==> config.mk <==
export PLATFORM = sky130hd
export DESIGN_NAME = serial_subtractor
export DESIGN_NICKNAME = d
export VERILOG_FILES = /design/src/rtl/sub_pkg.sv /design/src/rtl/half_subtractor.sv /design/src/rtl/serial_subtractor.sv
export SDC_FILE = /design/constraint.sdc
export NUM_CORES = 1
export LEC_CHECK = 0
export CORE_MARGIN = 3
export CORE_UTILIZATION = 56
export DETAILED_ROUTE_END_ITERATION = 16
export PLACE_DENSITY = 0.89
export SLEW_MARGIN = 20
export SYNTH_ARGS = -nofsm -noshare
export SYNTH_HDL_FRONTEND = slang
export SYNTH_SLANG_ARGS = --single-unit
==> constraint.sdc <==
create_clock -name clk -period 2.9 [get_ports clk]
set_clock_uncertainty 0.05 [all_clocks]
set_input_delay 0.58 -clock clk [delete_from_list [all_inputs] [get_ports clk]]
set_output_delay 0.58 -clock clk [all_outputs]
set_load 0.05 [all_outputs]
==> src/rtl/sub_pkg.sv <==
// Shared definitions for the bit-serial subtractor: FSM state encoding and
// the default operand width.
package sub_pkg;

  localparam int unsigned DEF_WIDTH = 16;

  typedef enum logic [1:0] {
    IDLE = 2'd0,
    RUN  = 2'd1,
    DONE = 2'd2
  } state_t;

endpackage

==> src/rtl/half_subtractor.sv <==
// One-bit half subtractor: difference and borrow of a - b.
module half_subtractor (
  input  logic a,
  input  logic b,
  output logic diff,
  output logic borrow
);

  // Purely combinational difference/borrow.
  always_comb begin
    diff   = a ^ b;
    borrow = ~a & b;
  end

endmodule

==> src/rtl/serial_subtractor.sv <==
// Bit-serial subtractor: diff = a - b, one bit per clock, LSB first.
// A start/busy/done handshake drives a three-state FSM; completed results
// and flags hold until the next accepted start commits a new result.
module serial_subtractor
  import sub_pkg::*;
#(
  parameter int unsigned WIDTH = DEF_WIDTH
) (
  input  logic             clk,
  input  logic             rst_n,
  input  logic             start,
  input  logic [WIDTH-1:0] a,
  input  logic [WIDTH-1:0] b,
  output logic             busy,
  output logic             done,
  output logic [WIDTH-1:0] diff,
  output logic             borrow,
  output logic             zero,
  output logic             overflow
);

  localparam int unsigned CW = (WIDTH > 1) ? $clog2(WIDTH) : 1;
  localparam logic [CW-1:0] LAST_BIT = CW'(WIDTH - 1);

  state_t           state, state_nxt;
  logic [WIDTH-1:0] sa, sb, sr;
  logic [WIDTH-1:0] res_nxt;
  logic [CW-1:0]    cnt;
  logic             bin;
  logic             accept, last;

  // Full-subtract step built from two half subtractors.
  logic x, y;
  logic d0, b0, d, b1, bout;

  assign x = sa[0];
  assign y = sb[0];

  half_subtractor u_hs0 (
    .a      (x),
    .b      (y),
    .diff   (d0),
    .borrow (b0)
  );

  half_subtractor u_hs1 (
    .a      (d0),
    .b      (bin),
    .diff   (d),
    .borrow (b1)
  );

  assign bout    = b0 | b1;
  assign res_nxt = {d, sr[WIDTH-1:1]};

  // State register.
  always_ff @(posedge clk or negedge rst_n) begin
    if (!rst_n) state <= IDLE;
    else        state <= state_nxt;
  end

  // Next-state, accept/last strobes and handshake outputs.
  always_comb begin
    state_nxt = state;
    accept    = 1'b0;
    last      = 1'b0;
    case (state)
      IDLE: begin
        if (start) begin
          state_nxt = RUN;
          accept    = 1'b1;
        end
      end
      RUN: begin
        if (cnt == LAST_BIT) begin
          state_nxt = DONE;
          last      = 1'b1;
        end
      end
      DONE: begin
        if (start) begin
          state_nxt = RUN;
          accept    = 1'b1;
        end else begin
          state_nxt = IDLE;
        end
      end
      default: state_nxt = IDLE;
    endcase
    busy = (state == RUN);
    done = (state == DONE);
  end

  // Operand shift registers, working result, borrow chain and bit counter.
  always_ff @(posedge clk or negedge rst_n) begin
    if (!rst_n) begin
      sa  <= '0;
      sb  <= '0;
      sr  <= '0;
      bin <= 1'b0;
      cnt <= '0;
    end else if (accept) begin
      sa  <= a;
      sb  <= b;
      sr  <= '0;
      bin <= 1'b0;
      cnt <= '0;
    end else if (state == RUN) begin
      sa  <= {1'b0, sa[WIDTH-1:1]};
      sb  <= {1'b0, sb[WIDTH-1:1]};
      sr  <= res_nxt;
      bin <= bout;
      if (!last) cnt <= cnt + 1'b1;
    end
  end

  // Result commit. On the final edge x/y are the original operand MSBs,
  // so signed overflow is taken directly from them and the new MSB d.
  always_ff @(posedge clk or negedge rst_n) begin
    if (!rst_n) begin
      diff     <= '0;
      borrow   <= 1'b0;
      zero     <= 1'b1;
      overflow <= 1'b0;
    end else if (last) begin
      diff     <= res_nxt;
      borrow   <= bout;
      zero     <= (res_nxt == '0);
      overflow <= (x != y) && (d != x);
    end
  end

endmodule

==> impl_metrics.py, run 1 <==
metrics = {
    "setup_path": {
        "endpoint_kind": "output pin",
        "critPathKind": "reg -> out",
        "crit_arrival_ns": 1.72,
        "slowest_stage": "clkdlybuf4s50_1",
        "crit_fanout": 4,
        "path_buf_inv": 1,
        "crit_chain": "nor2b_1 -> clkdlybuf4s50_1",
        "required_ns": 2.27,
        "slowest_delay_ns": 0.82,
        "path_delay_family": "buffers and inverters",
        "cp-start-kind": "flop",
    },
    "floorplanning": {
        "die_w_um": 80.7,
        "dieHeight_um": 80.7,
        "core_area_um2": 5240,
        "start_util_pct": 59.7,
        "num_rows": 26,
        "fp.dieArea_um2": 6520,
        "ios": 56,
    },
    "place": {
        "gp_congestion": 0.780,
        "placedCellCount": 389,
        "port_buffers": 55,
        "placed_cell_area_um2": 3700,
        "dpl.hpwl_um": 4120,
        "pre_cts_ws_ns": 0.711,
    },
    "power_and_ir_drop": {
        "ir_drop_v": 0.000711,
        "p_int_uw": 2980,
        "p_sw_share_pct": 38.6,
        "powerDensity_nw_per_um2": 1230,
        "seqPwrFrac_pct": 37.5,
        "clkPwrFrac_pct": 21.2,
        "combPwrFrac_pct": 41.3,
        "switchingPower_uw": 1880,
        "p_leak_uw": 0.00182,
    },
    "global_route": {
        "gr-total-overflow": 0,
        "grt_busiest_layer": "met2",
        "use_met1_pct": 28.2,
        "grt_pass1_wl_um": 10900,
        "grt_max_degree": 53,
        "antenna_found_initial": 0,
        "use_met3_pct": 7.29,
        "met2_usage_pct": 36.5,
        "grt_usage_pct": 22.1,
        "grt_pass1_vias": 2252,
    },
    "yosys": {
        "synth_common_cells": "dfrtp_1, nand2_1, a31oi_1, nor2_1, a22o_1",
        "yosysMostFrequentCell": "dfrtp_1",
        "synth_edf_count": 0,
        "postSynthCellCount": 280,
        "synth_area_leader_cell": "dfrtp_1",
        "synth_area_um2": 3130,
        "ys_seq_area_share_pct": 58.5,
        "synth_ff_type": "dfrtp_1",
        "synth.area.top_cells": "dfrtp_1, mux2_4, nand2_1",
        "synth_cell_types": 35,
        "yosys.area.top_type_share_pct": 57.6,
        "synthArstFlopShare_pct": 100,
        "avgSynthCellArea_um2": 11.2,
        "yosys_warnings": 0,
        "synthesis.nets": 318,
        "yosys_register_bits": 73,
    },
    "clock_network": {
        "clkTransAtPathRegs_ns": 0.08,
        "cts_tree": "yes",
        "cts_max_level": 3,
        "clkLatencyLatePin_ns": 0.34,
        "clockBufferDepth": 2,
        "postCtsSetupBuffers": 0,
        "postCtsResizedCells": 0,
        "cts_buffers": 9,
        "cts_hold_buf": 0,
        "cts.sinks": 73,
        "cts_root_buf": "clkbuf_8",
    },
    "status": {
        "outcome": "completed",
    },
    "finish": {
        "area_growth_pct": 26.7,
        "stdcell_area_um2": 3960,
        "diodes": 0,
        "drive_above_1_share_pct": 12.8,
        "final_nets": 368,
        "stdcell_count": 405,
    },
    "timing": {
        "rsz0062_at_grt": "false",
        "max-slew-margin-rel_pct": 50.9,
        "hold_viol": 0,
        "tns_ns": 0,
        "worst_pin_slew_ns": 0.736,
        "drv_slew": 0,
        "fin_crit_ns": 2.35,
        "fin_ws_ns": 0.548,
        "setup_viol": 0,
        "hold-worst-slack_ns": 0.237,
        "finalCritPeriodShare_pct": 81.1,
        "fmax_mhz": 425,
    },
    "drt": {
        "drc": 0,
        "vias": 2282,
        "viasPerCell": 5.63,
        "dr.pass1.iters": 4,
        "drtIter0Drc": 188,
        "routedWlPerCell_um": 15.9,
        "totalWireLength_um": 6420,
        "antenna_left": 0,
    },
    "min_path": {
        "hold_class": "in -> async",
    },
    "flow_run": {
        "maxCapViolCount": 0,
    },
}
layer usage:
| layer | up-vias | routed length, um |
|---|---|---|
| li1 | 1078 | - |
| met1 | 1142 | 2770 |
| met2 | 53 | 3310 |
| met3 | 9 | 280 |
| met4 | 0 | 61 |
| met5 | - | 0 |
kinds of logic (layout without fill, tap and decap cells):
group,Yosys count,count (layout),synth area share (%)
flip-flops,73,73,58.5
AO/OA/AOI/OAI,57,57,13.0
XOR/XNOR,1,1,0.280
adder cells (fa/ha/maj),3,3,1.44
AND/OR/NAND/NOR,105,105,14.2
buffers and inverters,23,78,4.20
multiplexers,18,18,8.32
cells in the final DEF, fill, tap and decap left out, drive strengths merged, types with 3 or more instances in the layout:
cell	netlist	final
o21ai	6	6
a22oi	3	3
a22o	17	17
clkinvlp	0	3
nor2	27	27
dfrtp	72	72
clkbuf	6	9
nor4	3	3
nand2	59	59
clkdlybuf4s50	0	53
mux2	16	16
inv	4	4
bufinv	0	4
nand3	6	6
buf	13	5
a31oi	26	26
cell type report:
class / count / area, um2
clock buffers: 9 / 124
fillers: 327 / 1270
clock inverters: 7 / 143
flip-flops and latches: 73 / 1830
repair buffers: 58 / 591
well taps: 70 / 87.6
inverters: 4 / 20.0
multi-input cells: 184 / 1170
worst paths after layout:
kind / from / to / slack [ns] / cells after the start
min: rst_n / sa[5] / 0.24 / 1
min reg2reg: sb[14] / sb[14] / 0.46 / 2
max: state[0] / done / 0.55 / 2
max reg2reg: state[1] / diff[4] / 0.93 / 4
max in group asynchronous: rst_n / zero / 1.83 / 2
min in group clk: sb[14] / sb[14] / 0.46 / 2
stage by stage:
step	utilization (%)	total power [uW]
after detailed placement	70.6	3810
after global routing	75.7	5170
after global placement	70.6	3710
after floorplan	-	3270
final	75.7	4860
after CTS	75.7	4880
state kept, by name, summed over array words and instances, names as in the netlist:
| signal | flops |
|---|---|
| cnt | 4 |
| sa | 16 |
| borrow | 1 |
| sr | 15 |
| bin | 1 |
| sb | 16 |
| overflow | 1 |
| diff | 16 |
| state | 2 |
| zero | 1 |
power groups by stage:
| stage | clock network, uW | logic [uW] | registers [uW] |
|---|---|---|---|
| final | 1030 | 2000 | 1820 |
| after global routing | 1090 | 2200 | 1880 |
| after CTS | 1050 | 2020 | 1820 |
| after detailed placement | 0 | 2000 | 1820 |
| after global placement | 0 | 1920 | 1790 |
| after floorplan | 0 | 1190 | 2080 |
(Power assumes the default switching activity.)
==> run 2: changes to the inputs <==
--- a/config.mk
+++ b/config.mk
@@ -6,9 +6,9 @@
 export NUM_CORES = 1
 export LEC_CHECK = 0
 export CORE_MARGIN = 3
-export CORE_UTILIZATION = 56
+export CORE_UTILIZATION = 52
 export DETAILED_ROUTE_END_ITERATION = 16
-export PLACE_DENSITY = 0.89
+export PLACE_DENSITY = 0.84
 export SLEW_MARGIN = 20
 export SYNTH_ARGS = -nofsm -noshare
 export SYNTH_HDL_FRONTEND = slang
==> constraint.sdc (replaced) <==
create_clock -name clk -period 2.3 [get_ports clk]
set_clock_uncertainty 0.05 [all_clocks]
set_input_delay 0.46 -clock clk [delete_from_list [all_inputs] [get_ports clk]]
set_output_delay 0.46 -clock clk [all_outputs]
set_load 0.05 [all_outputs]
==> run 2 against run 1 <==
Clock-buffer cell count up 2. Via count up 1.3%. Critical path depth unchanged. Global-route usage shrank 2.2 points. Critical path type unchanged. Sequential share of layout area is 0.088 points higher. Non-clock buffer count is 5 higher. Flip-flop and latch count is the same. Highest routed layer unchanged. Cell count grew 1.2%. Critical endpoint unchanged. Hold slack gained 0.17 ns. Clock power increased by 6%.
==> impl_metrics.py, run 2 (synthesis results as in run 1) <==
metrics = {
    "status": {
        "outcome": "completed",
    },
    "drt": {
        "drc": 0,
        "top_layer_used": "met4",
        "antenna_left": 0,
        "met3_length_um": 241,
        "totalWireLength_um": 6600,
        "drt-met1-wl_um": 2960,
        "met2WireLength_um": 3230,
        "drtIter0Drc": 210,
        "routedWlPerCell_um": 16.1,
        "viasPerCell": 5.64,
        "vias": 2311,
        "dr.pass1.iters": 4,
    },
    "place": {
        "port_buffers": 55,
        "dpl.hpwl_um": 4340,
        "gp_congestion": 0.792,
        "placedCellCount": 395,
    },
    "setup_path": {
        "required_ns": 1.79,
        "reg2reg_from": "state[1]",
        "path_delay_family": "buffers and inverters",
        "worst_r2r_endpoint": "diff[13]",
        "cp-start-kind": "flop",
        "crit_fanout": 4,
        "path_buf_inv": 1,
        "slowest_stage": "clkdlybuf4s50_1",
        "rrSetupSlack_ns": 0.45,
        "crit_chain": "nor2b_1 -> clkdlybuf4s50_1",
        "crit_arrival_ns": 1.69,
        "endpoint_kind": "output pin",
        "slowest_delay_ns": 0.81,
        "reg2reg_depth": 4,
        "critPathKind": "reg -> out",
    },
    "clock_network": {
        "cts_root_buf": "clkbuf_8",
        "cts_buffers": 9,
        "cts_tree": "yes",
        "cts.sinks": 73,
        "clkLatencyLatePin_ns": 0.35,
        "clockBufferDepth": 2,
        "clkTransAtPathRegs_ns": 0.08,
        "cts_max_level": 3,
        "postCtsResizedCells": 0,
    },
    "timing": {
        "hold_viol": 0,
        "drv_slew": 0,
        "fmax_mhz": 454,
        "fin_crit_ns": 2.20,
        "rsz0062_at_grt": "false",
        "hold-worst-slack_ns": 0.409,
        "finalCritPeriodShare_pct": 95.7,
        "max-slew-margin-rel_pct": 57.0,
        "setup_viol": 0,
        "worst_pin_slew_ns": 0.642,
        "tns_ns": 0,
    },
    "global_route": {
        "gr-total-overflow": 0,
        "antenna_found_initial": 0,
        "grt_usage_pct": 19.9,
        "grt_pass1_wl_um": 10900,
        "grt_max_degree": 47,
        "grt_pass1_vias": 2208,
    },
    "finish": {
        "drive_above_1_share_pct": 13.3,
        "top_regs": "diff: 16 flops, sa: 16 flops, sb: 16 flops",
        "diodes": 0,
        "final_util_pct": 69.7,
        "area_growth_pct": 26.5,
        "fill_cells": 416,
        "final_common_cell": "dfrtp_1",
        "mostFrequentLayoutCells": "dfrtp_1, nand2_1, clkdlybuf4s50_1, nor2_1, a31oi_1",
        "stdcell_count": 410,
        "final_nets": 373,
    },
    "floorplanning": {
        "core_area_um2": 5680,
        "fp.dieArea_um2": 6980,
        "die_w_um": 83.5,
        "dieHeight_um": 83.5,
        "ios": 56,
        "start_util_pct": 55.1,
        "num_rows": 27,
    },
    "power_and_ir_drop": {
        "combPwrFrac_pct": 43.2,
        "switchingPower_uw": 2340,
        "p_int_uw": 3610,
        "powerDensity_nw_per_um2": 1500,
        "clkPwrFrac_pct": 18.4,
        "p_sw_share_pct": 39.3,
        "ir_drop_v": 0.000726,
        "seqPwrFrac_pct": 38.4,
        "finalPower_uw": 5950,
        "p_leak_uw": 0.00184,
    },
    "min_path": {
        "hold_class": "in -> async",
    },
    "flow_run": {
        "maxCapViolCount": 0,
    },
}
run 2: changes by cell type in the layout (fill, tap and decap cells not counted):
cell           previous run  this run
buf_4                     2         6
clkinvlp_4                3         0
bufinv_16                 4         2
clkbuf_8                  9        11
clkinv_2                  0         1
dlygate4sd3_1             0         1
run 2: cell type report:
class / instances / area (um2) / area share (%)
Multi-Input combinational cell: 184 / 1170 / 29.6
Sequential cell: 73 / 1830 / 46.2
Tap cell: 72 / 90.1 / 2.28
Inverter: 4 / 20.0 / 0.506
Clock inverter: 3 / 65.1 / 1.65
Clock buffer: 11 / 151 / 3.83
Timing Repair Buffer: 63 / 631 / 15.9
run 2: worst max path at each step:
stage | startpoint | end | slack [ns] | depth (start not counted)
6_report | state[0] | done | 0.1 | 2
5_1_grt | state[0] | done | 0.04 | 2
4_1_cts | state[0] | done | 0.1 | 2
3_5_place_dp | start | bin | 0.46 | 5
3_3_place_gp | state[0] | done | 0.49 | 2
2_1_floorplan | state[0] | done | 0.71 | 1
run 2: timing repair:
action | CTS | global route
hold buffers | 1 | 0
hold endpoints to repair | 3 | 0
buffers inserted | 0 | 0
run 2: per-layer routing:
layer,GRT usage (%),vias up
li1,-,1089
met1,26.5,1161
met2,30.5,47
met3,4.54,14
met4,10.4,0
met5,0,-
run 2: per-stage QoR:
| stage | area (um2) | worst slack [ns] |
|---|---|---|
| global placement | 3730 | 0.486 |
| finish | 3960 | 0.0981 |
| floorplan | 3130 | 0.708 |
| CTS | 3960 | 0.0952 |
| detailed placement | 3730 | 0.457 |
| global route | 3960 | 0.0358 |
run 2: worst reg2reg max path, stage by stage, from the launching register on:
cell      delay (ns)
dfrtp_1         0.38
nand2b_1        0.22
inv_6           0.21
nand2_2         0.41
mux2_4          0.46
run 2: power groups by stage:
stage / Combinational (uW) / Clock, uW / Sequential [uW]
after floorplan: 1500 / 0 / 2620
final: 2570 / 1090 / 2280
after global placement: 2480 / 0 / 2250
after detailed placement: 2560 / 0 / 2290
after global routing: 2800 / 1180 / 2350
after CTS: 2590 / 1110 / 2270
==> run 3: changes to the inputs <==
--- a/config.mk
+++ b/config.mk
@@ -6,9 +6,10 @@
 export NUM_CORES = 1
 export LEC_CHECK = 0
 export CORE_MARGIN = 3
-export CORE_UTILIZATION = 52
+export CORE_UTILIZATION = 59
 export DETAILED_ROUTE_END_ITERATION = 16
-export PLACE_DENSITY = 0.84
+export DONT_BUFFER_PORTS = 1
+export PLACE_DENSITY = 0.8
 export SLEW_MARGIN = 20
 export SYNTH_ARGS = -nofsm -noshare
 export SYNTH_HDL_FRONTEND = slang
==> run 3 against run 2 <==
First-iteration DRC count fell by 23%. Global-route usage is 1.3 points higher. Via count decreased by 9.2%.
==> impl_metrics.py, run 3 (synthesis results as in run 1) <==
metrics = {
    "status": {
        "outcome": "completed",
    },
    "place": {
        "dpl.hpwl_um": 3710,
        "placedCellCount": 333,
        "gp_congestion": 0.780,
        "port_buffers": 0,
    },
    "drt": {
        "dr.pass1.iters": 5,
        "drc": 0,
        "viasPerCell": 5.98,
        "antenna_left": 0,
        "totalWireLength_um": 5930,
        "drtIter0Drc": 162,
        "routedWlPerCell_um": 16.9,
        "vias": 2099,
    },
    "global_route": {
        "gr-total-overflow": 0,
        "grt_pass1_wl_um": 10200,
        "grt_max_degree": 74,
        "grt_pass1_vias": 2050,
        "antenna_found_initial": 0,
        "grt_usage_pct": 21.2,
    },
    "clock_network": {
        "cts_buffers": 9,
        "clockBufferDepth": 2,
        "cts_hold_buf": 2,
        "cts_max_level": 3,
        "clkLatencyLatePin_ns": 0.34,
        "postCtsResizedCells": 0,
        "clkTransAtPathRegs_ns": 0.07,
        "postCtsSetupBuffers": 0,
        "cts_tree": "yes",
        "cts_root_buf": "clkbuf_8",
        "cts.sinks": 73,
    },
    "setup_path": {
        "required_ns": 1.79,
        "crit_chain": "nand2b_1 -> inv_6 -> buf_4",
        "critPathKind": "reg -> out",
        "crit_arrival_ns": 1.56,
        "path_delay_family": "buffers and inverters",
        "cp-start-kind": "flop",
        "crit_fanout": 32,
        "path_buf_inv": 2,
        "slowest_delay_ns": 0.39,
        "endpoint_kind": "output pin",
        "slowest_stage": "dfrtp_1",
    },
    "finish": {
        "fill_cells": 376,
        "top_regs": "diff: 16 flops, sa: 16 flops, sb: 16 flops",
        "diodes": 0,
        "mostFrequentLayoutCells": "dfrtp_1, nand2_1, nor2_1, a31oi_1, a22o_1",
        "final_common_cell": "dfrtp_1",
        "multi_input_area_um2": 1170,
        "drive_above_1_share_pct": 14.4,
        "final_nets": 317,
        "area_growth_pct": 7.64,
        "stdcell_count": 351,
        "final_util_pct": 68.5,
        "regArea_um2": 1830,
    },
    "power_and_ir_drop": {
        "p_leak_uw": 0.00161,
        "ir_drop_v": 0.000787,
        "powerDensity_nw_per_um2": 1610,
    },
    "floorplanning": {
        "core_area_um2": 4910,
        "ios": 56,
        "fp.dieArea_um2": 6210,
        "start_util_pct": 63.7,
        "dieHeight_um": 78.8,
        "num_rows": 25,
        "die_w_um": 78.8,
    },
    "timing": {
        "hold_viol": 0,
        "setup_viol": 0,
        "drv_slew": 0,
        "tns_ns": 0,
        "rsz0062_at_grt": "false",
        "max-slew-margin-rel_pct": 52.6,
        "hold-worst-slack_ns": 0.204,
        "fin_crit_ns": 2.07,
        "fmax_mhz": 482,
        "finalCritPeriodShare_pct": 90.1,
        "worst_pin_slew_ns": 0.709,
    },
    "flow_run": {
        "maxCapViolCount": 0,
    },
    "min_path": {
        "hold_class": "in -> reg",
    },
}
-- run 3: final timing paths --
| check | start | end | slack [ns] | cells after the start |
|---|---|---|---|---|
| worst max-delay path | state[1] | busy | 0.23 | 3 |
| worst min-delay path | a[15] | sa[15] | 0.20 | 1 |
| worst max register to register | state[1] | diff[6] | 0.45 | 4 |
| worst min register to register | cnt[0] | cnt[0] | 0.46 | 1 |
| max in group asynchronous | rst_n | zero | 1.25 | 2 |
| min in group asynchronous | rst_n | diff[4] | 0.63 | 2 |
-- run 3: routing by layer --
metal / GRT usage, % / wire length (um)
met1: 29.3 / 2670
met2: 31.5 / 2800
met3: 5.22 / 339
met4: 10.3 / 115
met5: 0 / 0
-- run 3: where the power goes --
group          internal (uW)  total (uW)  switching, uW
Combinational            792        1730            940
Sequential              1860        2730            867
Clock                    529         968            439
Total                   3180        5430           2250
-- run 3: cell type report --
type / count / share of cell area [%]
repair buffers: 7 / 2.23
well taps: 67 / 2.49
clock buffers: 13 / 4.42
clock inverters: 3 / 1.19
multi-input cells: 184 / 34.8
inverters: 4 / 0.595
flip-flops and latches: 73 / 54.3
-- run 3: stage by stage --
step	cell area (um2)	setup slack, ns	power, uW
after global routing	3370	0.139	5820
after global placement	3140	0.550	4360
after detailed placement	3140	0.484	4440
after floorplan	3130	0.708	4120
after CTS	3370	0.223	5450
final	3370	0.227	5430
